`src/rtl/fix_inv_sqrt_nr.sv`:
```
// rtl/fix_inv_sqrt_nr.sv - fixed-point Newton-Raphson inverse square root refinement (optional sat_flag port: INV_SQRT_SAT_FLAG_EN)
module fix_inv_sqrt_nr #(
  parameter int INT_WIDTH   = 4,
  parameter int FRACT_WIDTH = 12,
  parameter int ITERATIONS  = 2
) (
  input  logic                             clk,
  input  logic                             rst_n,
  input  logic                             in_valid,
  output logic                             in_ready,
  input  logic [INT_WIDTH+FRACT_WIDTH-1:0] x_fix,
  input  logic [INT_WIDTH+FRACT_WIDTH-1:0] y0_fix,
  output logic                             out_valid,
  input  logic                             out_ready,
  output logic [INT_WIDTH+FRACT_WIDTH-1:0] y_fix
`ifdef INV_SQRT_SAT_FLAG_EN
  ,
  output logic                             sat_flag
`endif
);

  localparam int W = INT_WIDTH + FRACT_WIDTH;
  localparam logic [W-1:0] THREE = W'(3 * (1 << FRACT_WIDTH));
  localparam logic [W-1:0] ONES  = '1;
  localparam logic [2:0]   LAST_ITER = 3'(ITERATIONS - 1);

  typedef enum logic [2:0] {
    IDLE,
    MUL_YY,
    MUL_XT,
    SUB,
    MUL_YT,
    OUT
  } state_t;

  state_t         state_q, state_d;
  logic [W-1:0]   x_q, x_d;
  logic [W-1:0]   y_q, y_d;
  logic [W-1:0]   t_q, t_d;
  logic [2:0]     cnt_q, cnt_d;
  logic           ev_q, ev_d;
  logic           in_ready_q, in_ready_d;
  logic           out_valid_q, out_valid_d;
  logic [W-1:0]   y_fix_q, y_fix_d;
`ifdef INV_SQRT_SAT_FLAG_EN
  logic           sat_flag_q, sat_flag_d;
`endif

  logic [W-1:0]   mul_a, mul_b;
  logic           mul_shr1;
  logic [2*W-1:0] mul_prod, mul_shift;
  logic           mul_ovf;
  logic [W-1:0]   mul_res;

  // Shared multiplier: operand select per state, truncating shift, saturate on overflow
  always_comb begin
    mul_a    = y_q;
    mul_b    = y_q;
    mul_shr1 = 1'b0;
    case (state_q)
      MUL_XT: begin
        mul_a = x_q;
        mul_b = t_q;
      end
      MUL_YT: begin
        mul_a    = y_q;
        mul_b    = t_q;
        mul_shr1 = 1'b1;
      end
      default: ;
    endcase
    mul_prod  = (2*W)'(mul_a) * (2*W)'(mul_b);
    mul_shift = mul_shr1 ? (mul_prod >> (FRACT_WIDTH + 1)) : (mul_prod >> FRACT_WIDTH);
    mul_ovf   = |mul_shift[2*W-1:W];
    mul_res   = mul_ovf ? ONES : mul_shift[W-1:0];
  end

  // Next-state and datapath updates, one step of y*(3 - x*y*y)/2 per cycle
  always_comb begin
    state_d     = state_q;
    x_d         = x_q;
    y_d         = y_q;
    t_d         = t_q;
    cnt_d       = cnt_q;
    ev_d        = ev_q;
    in_ready_d  = in_ready_q;
    out_valid_d = out_valid_q;
    y_fix_d     = y_fix_q;
`ifdef INV_SQRT_SAT_FLAG_EN
    sat_flag_d  = sat_flag_q;
`endif
    case (state_q)
      IDLE: begin
        if (in_valid) begin
          x_d        = x_fix;
          y_d        = y0_fix;
          cnt_d      = 3'd0;
          ev_d       = 1'b0;
          in_ready_d = 1'b0;
          state_d    = MUL_YY;
`ifdef INV_SQRT_SAT_FLAG_EN
          sat_flag_d = 1'b0;
`endif
        end
      end
      MUL_YY: begin
        t_d     = mul_res;
        ev_d    = ev_q | mul_ovf;
        state_d = MUL_XT;
      end
      MUL_XT: begin
        t_d     = mul_res;
        ev_d    = ev_q | mul_ovf;
        state_d = SUB;
      end
      SUB: begin
        // A product above 3.0 would make the correction negative; clamp it to zero
        if (t_q > THREE) begin
          t_d  = '0;
          ev_d = 1'b1;
        end else begin
          t_d = THREE - t_q;
        end
        state_d = MUL_YT;
      end
      MUL_YT: begin
        y_d   = mul_res;
        ev_d  = ev_q | mul_ovf;
        cnt_d = cnt_q + 3'd1;
        if (cnt_q == LAST_ITER) begin
          // x == 0 has no finite inverse root: report full scale
          y_fix_d     = (x_q == '0) ? ONES : mul_res;
          out_valid_d = 1'b1;
          state_d     = OUT;
`ifdef INV_SQRT_SAT_FLAG_EN
          sat_flag_d  = ev_q | mul_ovf | (x_q == '0);
`endif
        end else begin
          state_d = MUL_YY;
        end
      end
      OUT: begin
        if (out_ready) begin
          out_valid_d = 1'b0;
          in_ready_d  = 1'b1;
          state_d     = IDLE;
        end
      end
      default: begin
        state_d     = IDLE;
        in_ready_d  = 1'b1;
        out_valid_d = 1'b0;
      end
    endcase
  end

  // State and output registers; reset aborts any operation in flight
  always_ff @(posedge clk or negedge rst_n) begin
    if (!rst_n) begin
      state_q     <= IDLE;
      x_q         <= '0;
      y_q         <= '0;
      t_q         <= '0;
      cnt_q       <= 3'd0;
      ev_q        <= 1'b0;
      in_ready_q  <= 1'b1;
      out_valid_q <= 1'b0;
      y_fix_q     <= '0;
`ifdef INV_SQRT_SAT_FLAG_EN
      sat_flag_q  <= 1'b0;
`endif
    end else begin
      state_q     <= state_d;
      x_q         <= x_d;
      y_q         <= y_d;
      t_q         <= t_d;
      cnt_q       <= cnt_d;
      ev_q        <= ev_d;
      in_ready_q  <= in_ready_d;
      out_valid_q <= out_valid_d;
      y_fix_q     <= y_fix_d;
`ifdef INV_SQRT_SAT_FLAG_EN
      sat_flag_q  <= sat_flag_d;
`endif
    end
  end

  assign in_ready  = in_ready_q;
  assign out_valid = out_valid_q;
  assign y_fix     = y_fix_q;
`ifdef INV_SQRT_SAT_FLAG_EN
  assign sat_flag  = sat_flag_q;
`endif

endmodule

```
`config.mk`:
```
export PLATFORM = sky130hd
export DESIGN_NAME = fix_inv_sqrt_nr
export DESIGN_NICKNAME = d
export VERILOG_FILES = /design/src/rtl/fix_inv_sqrt_nr.sv
export SDC_FILE = /design/constraint.sdc
export NUM_CORES = 1
export LEC_CHECK = 0
export CORE_MARGIN = 10
export CORE_UTILIZATION = 64
export CTS_CLUSTER_DIAMETER = 120
export CTS_CLUSTER_SIZE = 12
export DETAILED_ROUTE_END_ITERATION = 8
export PLACE_DENSITY = 0.95
export SKIP_CTS_REPAIR_TIMING = 1
export SLEW_MARGIN = 20
export SYNTH_ARGS = -nofsm -noshare
export SYNTH_HDL_FRONTEND = slang
export SYNTH_SLANG_ARGS = --single-unit
```
`constraint.sdc`:
```
create_clock -name clk -period 9.2 [get_ports clk]
set_clock_uncertainty 0.1 [all_clocks]
set_input_delay 2.3 -clock clk [delete_from_list [all_inputs] [get_ports clk]]
set_output_delay 2.3 -clock clk [all_outputs]
set_load 0.1 [all_outputs]
```
==> impl_results.md, run 1 <==
- Initial Util: 0.651
- Final Max Tran Viols: 0
- Via density: approximately 6.3
- EDFF count, synth: 0
- Worst hold endpoint: cnt_q[2]$_DFFE_PN0P_
- Tot GR Track Use: 0.302
- Post-synth top area share: 0.304
- Slew HR: 0.320
- Commonest non-fill, non-tap cell in the layout: inv_1
- Cell count of the worst reg-to-reg path: 24
- Min Tclk post-route: 8710 ps
- Syn Area/Cell: a little under 9 um2
- Initial antenna violation count: 0
- Setup CP Type: register to register
- Post-synth top area cell: fa_1
- Hold_sp: cnt_q[2]$_DFFE_PN0P_
- Drt pass-1 iters: 5
- Core ar.: around 20000 um2
- Final std cells w/o fill: 1761
- Via Count: about 11000
- ANT cells: 0
- Setup violators final: 0
- Most used DFF post-synth: dfrtp_1
- Die Footprint: around 26000 um2
- Outcome: finished clean
- CP endpoint kind: register
- Final Hold Viols: 0
- CTS buffer count: 9
- Most frequent cells in the layout: inv_1 (240), fa_1 (193), nor2_1 (186)
- Synth top area cells: fa_1 (30%), dfrtp_1 (14%), ha_1 (10%)
- Yosys warns: 0
- Number of global-route vias before repair: roughly 11000
- Register bit count reported by yosys: 72
- Die W: approximately 160 um
- Largest net degree at the start of global routing: between 70 and 80
- DP HPWL: roughly 32000 um
- Worst path required time: ~9400 ps
- Synth Instances: 1455
- CTS tree: yes
- Root buffer cell: clkbuf_16
- Fraction of layout cells with a size suffix above 1: 0.0695
- RePlAce Congestion: roughly 1.1
- Starting DRT DRC Count: between 1000 and 1500
- Cell variety after synth: between 80 and 90
- Reg2reg start: state_q[1]$_DFFE_PN0P_
- Placed Cells: about 1700
- Startpoint Class: register
- Antenna Nets Post-Route: 0
- Sequential element share of the synthesized area: 0.142
- Global-route wire length before repair: 61900 um
- Worst Max-Slew Pin Slew: ~1000 ps
- Layout area overhead: 8.74%
- Fmax: about 110 MHz
- Grt ovf: 0
- DRC violations left: 0
- Final nets: about 1800
- CTS sink cnt: slightly above 70
- Fin Setup TNS: 0 ps
- Max-cap violations: 0
- RSZ-0062 raised after global routing: no
- Clk_lat worst skew: approximately 350 ps
- Reg2reg end: t_q[7]$_DFFE_PN0P_
- Arrival time worst endpoint: just under 9000 ps
- CTS max path bufs: 2
- Rows: 51
- Hold Path Depth: 1
- Synth Cell Area: 12700 um2
- Crit path max fanout: 25
- Die height: around 160 um
- Total Routed Length: 39000 um
- PortBufs: 53
- Worst setup path startpoint: state_q[1]$_DFFE_PN0P_
- WL/cell: approximately 22 um
- Synth async-reset ratio: 1.00
- H-tree levels: 3
- Min-Delay Path Class: register to register
- Reg2reg setup slack: about 490 ps
- IO Pins: 54
- Fin crit share: 0.947
- Post-Syn Nets: approximately 1800
- Worst-path clk slew: 60 ps
-- state kept, by name, summed over array words and instances (netlist names) --
signal and count:
in_ready 1, t_q 16, x_q 16, out_valid 1, state_q 3, y_fix 16, cnt_q 3, y_q 16
-- Yosys cell counts, types with 17 or more instances --
library cell	count
nor2_1	189
ha_1	104
mux2i_1	35
nor3_1	17
mux2_2	37
nand2_1	181
inv_1	240
clkbuf_1	31
o21ai_0	38
dfrtp_1	71
a21oi_1	66
fa_1	193
-- per-layer routing --
metal / vias up / routed length, um / global-route usage
met5: - / 0 / 0
met4: 0 / 2000 / 0.139
met3: 140 / 4110 / 0.0723
met2: 708 / 18300 / 0.486
met1: 5464 / 14600 / 0.378
li1: 4809 / - / -
-- final cells by class --
type	count	area, um2
Tap cell	265	332
Inverter	241	905
Clock buffer	10	229
Multi-Input combinational cell	1095	9820
Clock inverter	6	43.8
Sequential cell	72	1800
Timing Repair Buffer	72	683
Fill cell	1526	5710
-- worst max path at each step --
| stage | endpoint | slack [ps] | cells after the start |
|---|---|---|---|
| global route | t_q[2]$_DFFE_PN0P_ | 40 | 26 |
| finish | t_q[7]$_DFFE_PN0P_ | 490 | 24 |
| global placement | t_q[7]$_DFFE_PN0P_ | 860 | 27 |
| floorplan | y_q[4]$_DFFE_PN0P_ | 1280 | 31 |
| detailed placement | y_fix[1]$_DFFE_PN0P_ | 640 | 25 |
| CTS | y_fix[1]$_DFFE_PN0P_ | 590 | 25 |
-- kinds of logic after synthesis --
group	synth area share
buf+inv	0.0878
flops	0.142
mux	0.0657
simple gates	0.167
xor+xnor	0.0138
fa+ha+maj	0.407
compound gates	0.117
-- critical path, stage by stage (launching register included) --
cell and delay (ps):
dfrtp_1 660, nor2_1 170, and2_1 220, nor2_2 280
buf_12 240, mux2i_1 570, nor2_1 120, fa_1 520
inv_1 60, fa_1 530, inv_1 50, fa_1 470
fa_1 410, fa_1 510, inv_1 50, fa_1 500
inv_1 60, ha_1 360, a21oi_1 370, o211ai_1 220
o21ai_0 720, nor4_4 100, nor3_2 790, nor2_4 260
a41oi_1 260
-- per-stage QoR --
| stage | instance area (um2) | hold slack (ps) | setup WS [ps] | util |
|---|---|---|---|---|
| after detailed placement | 13500 | 400 | 636 | 0.692 |
| after floorplan | 12700 | 355 | 1280 | - |
| after global routing | 13800 | 450 | 42.5 | 0.707 |
| after CTS | 13800 | 410 | 593 | 0.706 |
| after global placement | 13500 | 382 | 862 | 0.692 |
| final | 13800 | 413 | 489 | 0.707 |
Power of run 1 is not shown: default switching activity piles up to over one toggle a cycle in this logic, so the estimate is an artifact.
==> run 2: changes to the inputs <==
--- a/config.mk
+++ b/config.mk
@@ -6,11 +6,11 @@
 export NUM_CORES = 1
 export LEC_CHECK = 0
 export CORE_MARGIN = 10
-export CORE_UTILIZATION = 64
+export CORE_UTILIZATION = 40
 export CTS_CLUSTER_DIAMETER = 120
 export CTS_CLUSTER_SIZE = 12
 export DETAILED_ROUTE_END_ITERATION = 8
-export PLACE_DENSITY = 0.95
+export PLACE_DENSITY = 0.68
 export SKIP_CTS_REPAIR_TIMING = 1
 export SLEW_MARGIN = 20
 export SYNTH_ARGS = -nofsm -noshare
==> run 2 against run 1 <==
  * Utilization fell by 26 points
  * Cell area rose by 2.5%
  * Critical path depth is 4 higher
  * Worst hold slack better by 0.70 ps
  * Fmax barely moved
  * Sequential cell count is the same
  * Non-clock buffer count increased by 25
  * Via count fell by 2.4%
  * Wire length increased by 4.0%
  * Sequential share of layout area down 0.32 points
  * First-iteration DRC count is 1.8% higher
  * Die area is 52% higher
  * Critical path type unchanged
  * Highest routed layer unchanged
==> impl_results.md, run 2 (synthesized netlist as in run 1, its figures left out) <==
- Outcome: finished clean
- Min Tclk post-route: 8720 ps (+4.61 ps)
- Crit path max fanout: 21 (-16%)
- Hold_sp: y_fix[15]$_DFFE_PN0P_
- Worst Max-Slew Pin Slew: 1000 ps (-17.2 ps)
- Register area: 1800 um2 (unchanged)
- RePlAce Congestion: 0.986 (-6.4%)
- CP endpoint kind: register
- Crit path max-delay family: adder cells
- Die Footprint: 39300 um2 (+52%)
- Fmax: 115 MHz (about the same)
- Via Count: 10854 (-2.4%)
- Worst-path clk slew: 60 ps (about the same)
- Final Max Tran Viols: 0 (unchanged)
- ANT cells: 0 (unchanged)
- Worst hold endpoint: y_fix[15]$_DFFE_PN0P_
- CTS tree: yes
- Clk_lat worst skew: 340 ps (about the same)
- Die height: 198 um (+23%)
- Reg2reg start: state_q[0]$_DFFE_PN0P_
- Starting DRT DRC Count: 1160 (+1.8%)
- Layout area overhead: 11.5%
- DP HPWL: 33700 um (+5.4%)
- WL/cell: 21.1 um (-4.8%)
- Drt pass-1 iters: 6 (+1)
- Final Hold Viols: 0 (unchanged)
- RSZ-0062 raised after global routing: no
- Worst path required time: 9300 ps (-60 ps)
- Reg2reg setup slack: 480 ps (about the same)
- CTS buffer count: 9 (unchanged)
- Arrival time worst endpoint: 8810 ps (-60 ps)
- Fin Setup TNS: 0 ps (unchanged)
- H-tree levels: 3 (unchanged)
- Core ar.: 31500 um2 (+61%)
- Startpoint Class: register
- Critical Path Max Stage Delay: 640 ps (-150 ps)
- Tot GR Track Use: 0.213 (-0.0893)
- IO Pins: 54 (unchanged)
- PortBufs: 53 (unchanged)
- Most frequent cells in the layout: inv_1 (240), fa_1 (193), nor2_1 (188)
- Crit-path most repeated cell: fa_1
- CTS max path bufs: 2 (unchanged)
- Rows: 65 (+27%)
- Slew HR: 0.331 (+0.0115)
- Final nets: 1849 (+1.4%)
- Cell count of the worst reg-to-reg path: 28 (+17%)
- Root buffer cell: clkbuf_16
- Grt ovf: 0 (unchanged)
- Global-route wire length before repair: 64900 um (+5.0%)
- Hold Path Depth: 2 (+1)
- Die W: 198 um (+23%)
- Min-Delay Path Class: register to register
- Reg2reg end: y_fix[5]$_DFFE_PN0P_
- Number of global-route vias before repair: 11100 (-3.1%)
- Multi-input gate area: 9810 um2 (about the same)
- Max-cap violations: 0 (unchanged)
- Largest net degree at the start of global routing: 73 (unchanged)
- CP max stage cell: a211oi_2
- Initial antenna violation count: 0 (unchanged)
- Commonest non-fill, non-tap cell in the layout: inv_1
- Fillers: 3040 (+99%)
- Setup CP Type: register to register
- Antenna Nets Post-Route: 0 (unchanged)
- Via density: 5.64 (-11%)
- Total Routed Length: 40500 um (+4.0%)
- Setup violators final: 0 (unchanged)
- Fin crit share: 0.947 (about the same)
- Fraction of layout cells with a size suffix above 1: 0.0855 (+0.0160)
- CTS sink cnt: 72 (unchanged)
- DRC violations left: 0 (unchanged)
- Initial Util: 0.404 (-0.247)
- CP bufs+invs: 8 (+3)
-- run 2: worst max path at each step --
stage                     slack (ps)  cells past startpoint                    from              endpoint
after floorplan                 1280                     31  state_q[1]$_DFFE_PN0P_    y_q[4]$_DFFE_PN0P_
after global placement           630                     28  state_q[0]$_DFFE_PN0P_  y_fix[5]$_DFFE_PN0P_
after detailed placement         500                     28  state_q[0]$_DFFE_PN0P_  y_fix[5]$_DFFE_PN0P_
after CTS                        460                     28  state_q[0]$_DFFE_PN0P_  y_fix[5]$_DFFE_PN0P_
after global routing              90                     28  state_q[0]$_DFFE_PN0P_  y_fix[6]$_DFFE_PN0P_
final                            480                     28  state_q[0]$_DFFE_PN0P_  y_fix[5]$_DFFE_PN0P_
-- run 2: worst register-to-register path: cells and delay by family (launching register included) --
kind            cells  cell delay (ps)
flops               1              520
compound gates      7             1750
simple gates        5             1090
fa+ha+maj           7             3250
mux                 1              540
buf+inv             8             1300
-- run 2: cell type report --
type,count,share of cell area
clock buffer,12,0.0181
clock inverter,4,0.00194
inverter,241,0.0639
multi-input combinational,1095,0.693
sequential,72,0.127
tap,402,0.0355
timing repair buffer,97,0.0606
-- run 2: stage by stage --
step           hold slack, ps  setup WS [ps]  instances  instance area (um2)   util
6_report                  414            484       1923                14200  0.450
3_3_place_gp              395            628       1907                13900  0.440
5_1_grt                   448           91.4       1923                14200  0.450
2_1_floorplan             355           1280       1455                12700      -
4_1_cts                   416            458       1923                14100  0.449
3_5_place_dp              403            498       1907                13900  0.440
-- run 2: routing by layer --
layer / vias up / share of wire / track usage
met5: - / 0 / 0
met4: 0 / 0.039 / 0.0726
met3: 85 / 0.088 / 0.0323
met2: 514 / 0.45 / 0.334
met1: 5396 / 0.42 / 0.293
li1: 4859 / - / -
Power of run 2 is left out for the same reason.
==> run 3: changes to the inputs <==
--- a/config.mk
+++ b/config.mk
@@ -5,12 +5,14 @@
 export SDC_FILE = /design/constraint.sdc
 export NUM_CORES = 1
 export LEC_CHECK = 0
+export CELL_PAD_IN_SITES_DETAIL_PLACEMENT = 0
+export CELL_PAD_IN_SITES_GLOBAL_PLACEMENT = 1
 export CORE_MARGIN = 10
 export CORE_UTILIZATION = 40
 export CTS_CLUSTER_DIAMETER = 120
 export CTS_CLUSTER_SIZE = 12
 export DETAILED_ROUTE_END_ITERATION = 8
-export PLACE_DENSITY = 0.68
+export PLACE_DENSITY = 0.82
 export SKIP_CTS_REPAIR_TIMING = 1
 export SLEW_MARGIN = 20
 export SYNTH_ARGS = -nofsm -noshare
==> run 3 against run 2 <==
  * Sequential cell count unchanged
  * Clock-buffer cell count down 3
  * Final cell count fell by 0.26%
==> impl_results.md, run 3 (synthesized netlist as in run 1, its figures left out) <==
- Outcome: finished clean
- Most frequent cells in the layout: inv_1 (240), fa_1 (193), nor2_1 (186)
- Slew HR: 0.337 (+0.00543)
- Largest net degree at the start of global routing: 73 (unchanged)
- Min Tclk post-route: 8710 ps (-6.20 ps)
- Crit-path most repeated cell: fa_1
- Fmax: 115 MHz (about the same)
- Total Routed Length: 41800 um (+3.3%)
- CTS sink cnt: 72 (unchanged)
- CP endpoint kind: register
- Max-cap violations: 0 (unchanged)
- Via density: 5.62 (-0.48%)
- CTS buffer count: 9 (unchanged)
- Initial antenna violation count: 0 (unchanged)
- Grt ovf: 0 (unchanged)
- Drt pass-1 iters: 5 (-1)
- Arrival time worst endpoint: 8830 ps (+20 ps)
- DP HPWL: 33900 um (+0.51%)
- Via Count: 10774 (-0.74%)
- Setup violators final: 0 (unchanged)
- Critical Path Max Stage Delay: 680 ps (+40 ps)
- Number of global-route vias before repair: 11215 (+1.0%)
- Die Footprint: 39300 um2 (unchanged)
- CTS tree: yes
- Rows: 65 (unchanged)
- CP max stage cell: dfrtp_1
- PortBufs: 53 (unchanged)
- Root buffer cell: clkbuf_16
- Setup CP Type: register to register
- WL/cell: 21.8 um (+3.6%)
- Layout area overhead: 11.4%
- Core ar.: 31500 um2 (unchanged)
- Fin Setup TNS: 0 ps (unchanged)
- Final nets: 1844 (-0.27%)
- Fin crit share: 0.947 (about the same)
- Fraction of layout cells with a size suffix above 1: 0.0825 (-0.00302)
- Die W: 198 um (unchanged)
- Min-Delay Path Class: register to register
- IO Pins: 54 (unchanged)
- DRC violations left: 0 (unchanged)
- ANT cells: 0 (unchanged)
- CTS max path bufs: 2 (unchanged)
- Die height: 198 um (unchanged)
- Worst Max-Slew Pin Slew: 992 ps (-8.12 ps)
- Clk_lat worst skew: 340 ps (about the same)
- RSZ-0062 raised after global routing: no
- Initial Util: 0.404 (unchanged)
- Worst path required time: 9320 ps (+20 ps)
- Antenna Nets Post-Route: 0 (unchanged)
- Startpoint Class: register
- Final Max Tran Viols: 0 (unchanged)
- RePlAce Congestion: 0.987 (+0.10%)
- H-tree levels: 3 (unchanged)
- Final Hold Viols: 0 (unchanged)
- Starting DRT DRC Count: 976 (-16%)
- Global-route wire length before repair: 66200 um (+1.9%)
- Commonest non-fill, non-tap cell in the layout: inv_1
- Worst-path clk slew: 60 ps (about the same)
- Crit path max fanout: 20 (-4.8%)
- Tot GR Track Use: 0.220 (+0.00712)
==> run 3: changes by cell type in the layout (fill, tap and decap cells not counted), moves of 2 or more <==
cell,change
buf_4,-5
clkbuf_8,-2
mux2i_1,+2
mux2i_2,-2
nor2_1,-2
==> run 3: metal layers <==
metal | track usage | routed length [um] | part of all wire | vias to the layer above
met5 | 0 | 0 | 0 | -
met4 | 0.0621 | 1240 | 0.030 | 0
met3 | 0.0477 | 3970 | 0.095 | 76
met2 | 0.349 | 19200 | 0.46 | 476
met1 | 0.295 | 17400 | 0.42 | 5375
li1 | - | - | - | 4847
==> run 3: worst max-delay path: cells and delay by family, from the launching register on <==
family	cells	cell delay (ps)
fa+ha+maj	7	3370
simple gates	9	2180
compound gates	4	1170
flops	1	680
mux	1	550
buf+inv	4	520
==> run 3: area by class of cell <==
class                           instances  area, um2
Fill cell                            3124      17300
Multi-Input combinational cell       1095       9810
Sequential cell                        72       1800
Inverter                              241        905
Timing Repair Buffer                   92        821
Tap cell                              402        503
Clock buffer                            9        225
Clock inverter                          7       80.1
==> run 3: path summary, 6_finish.rpt <==
check / start / to / slack (ps) / cells after the start
setup / recovery: state_q[2]$_DFFE_PN0P_ / y_q[9]$_DFFE_PN0P_ / 490 / 25
hold / removal: cnt_q[1]$_DFFE_PN0P_ / cnt_q[1]$_DFFE_PN0P_ / 430 / 2
setup reg to reg: state_q[2]$_DFFE_PN0P_ / y_q[9]$_DFFE_PN0P_ / 490 / 25
hold reg to reg: cnt_q[1]$_DFFE_PN0P_ / cnt_q[1]$_DFFE_PN0P_ / 430 / 2
max in group asynchronous: rst_n / y_q[5]$_DFFE_PN0P_ / 6370 / 1
min in group asynchronous: rst_n / y_fix[10]$_DFFE_PN0P_ / 2000 / 1
==> run 3: through the flow <==
| step | instances | worst slack, ps | util | hold slack (ps) | cell area, um2 |
|---|---|---|---|---|---|
| 6_report | 1918 | 491 | 0.449 | 427 | 14100 |
| 3_3_place_gp | 1902 | 645 | 0.439 | 394 | 13800 |
| 2_1_floorplan | 1455 | 1280 | - | 355 | 12700 |
| 5_1_grt | 1918 | 85.8 | 0.449 | 463 | 14100 |
| 4_1_cts | 1918 | 394 | 0.449 | 432 | 14100 |
| 3_5_place_dp | 1902 | 470 | 0.439 | 418 | 13800 |
Power of run 3 is left out for the same reason.
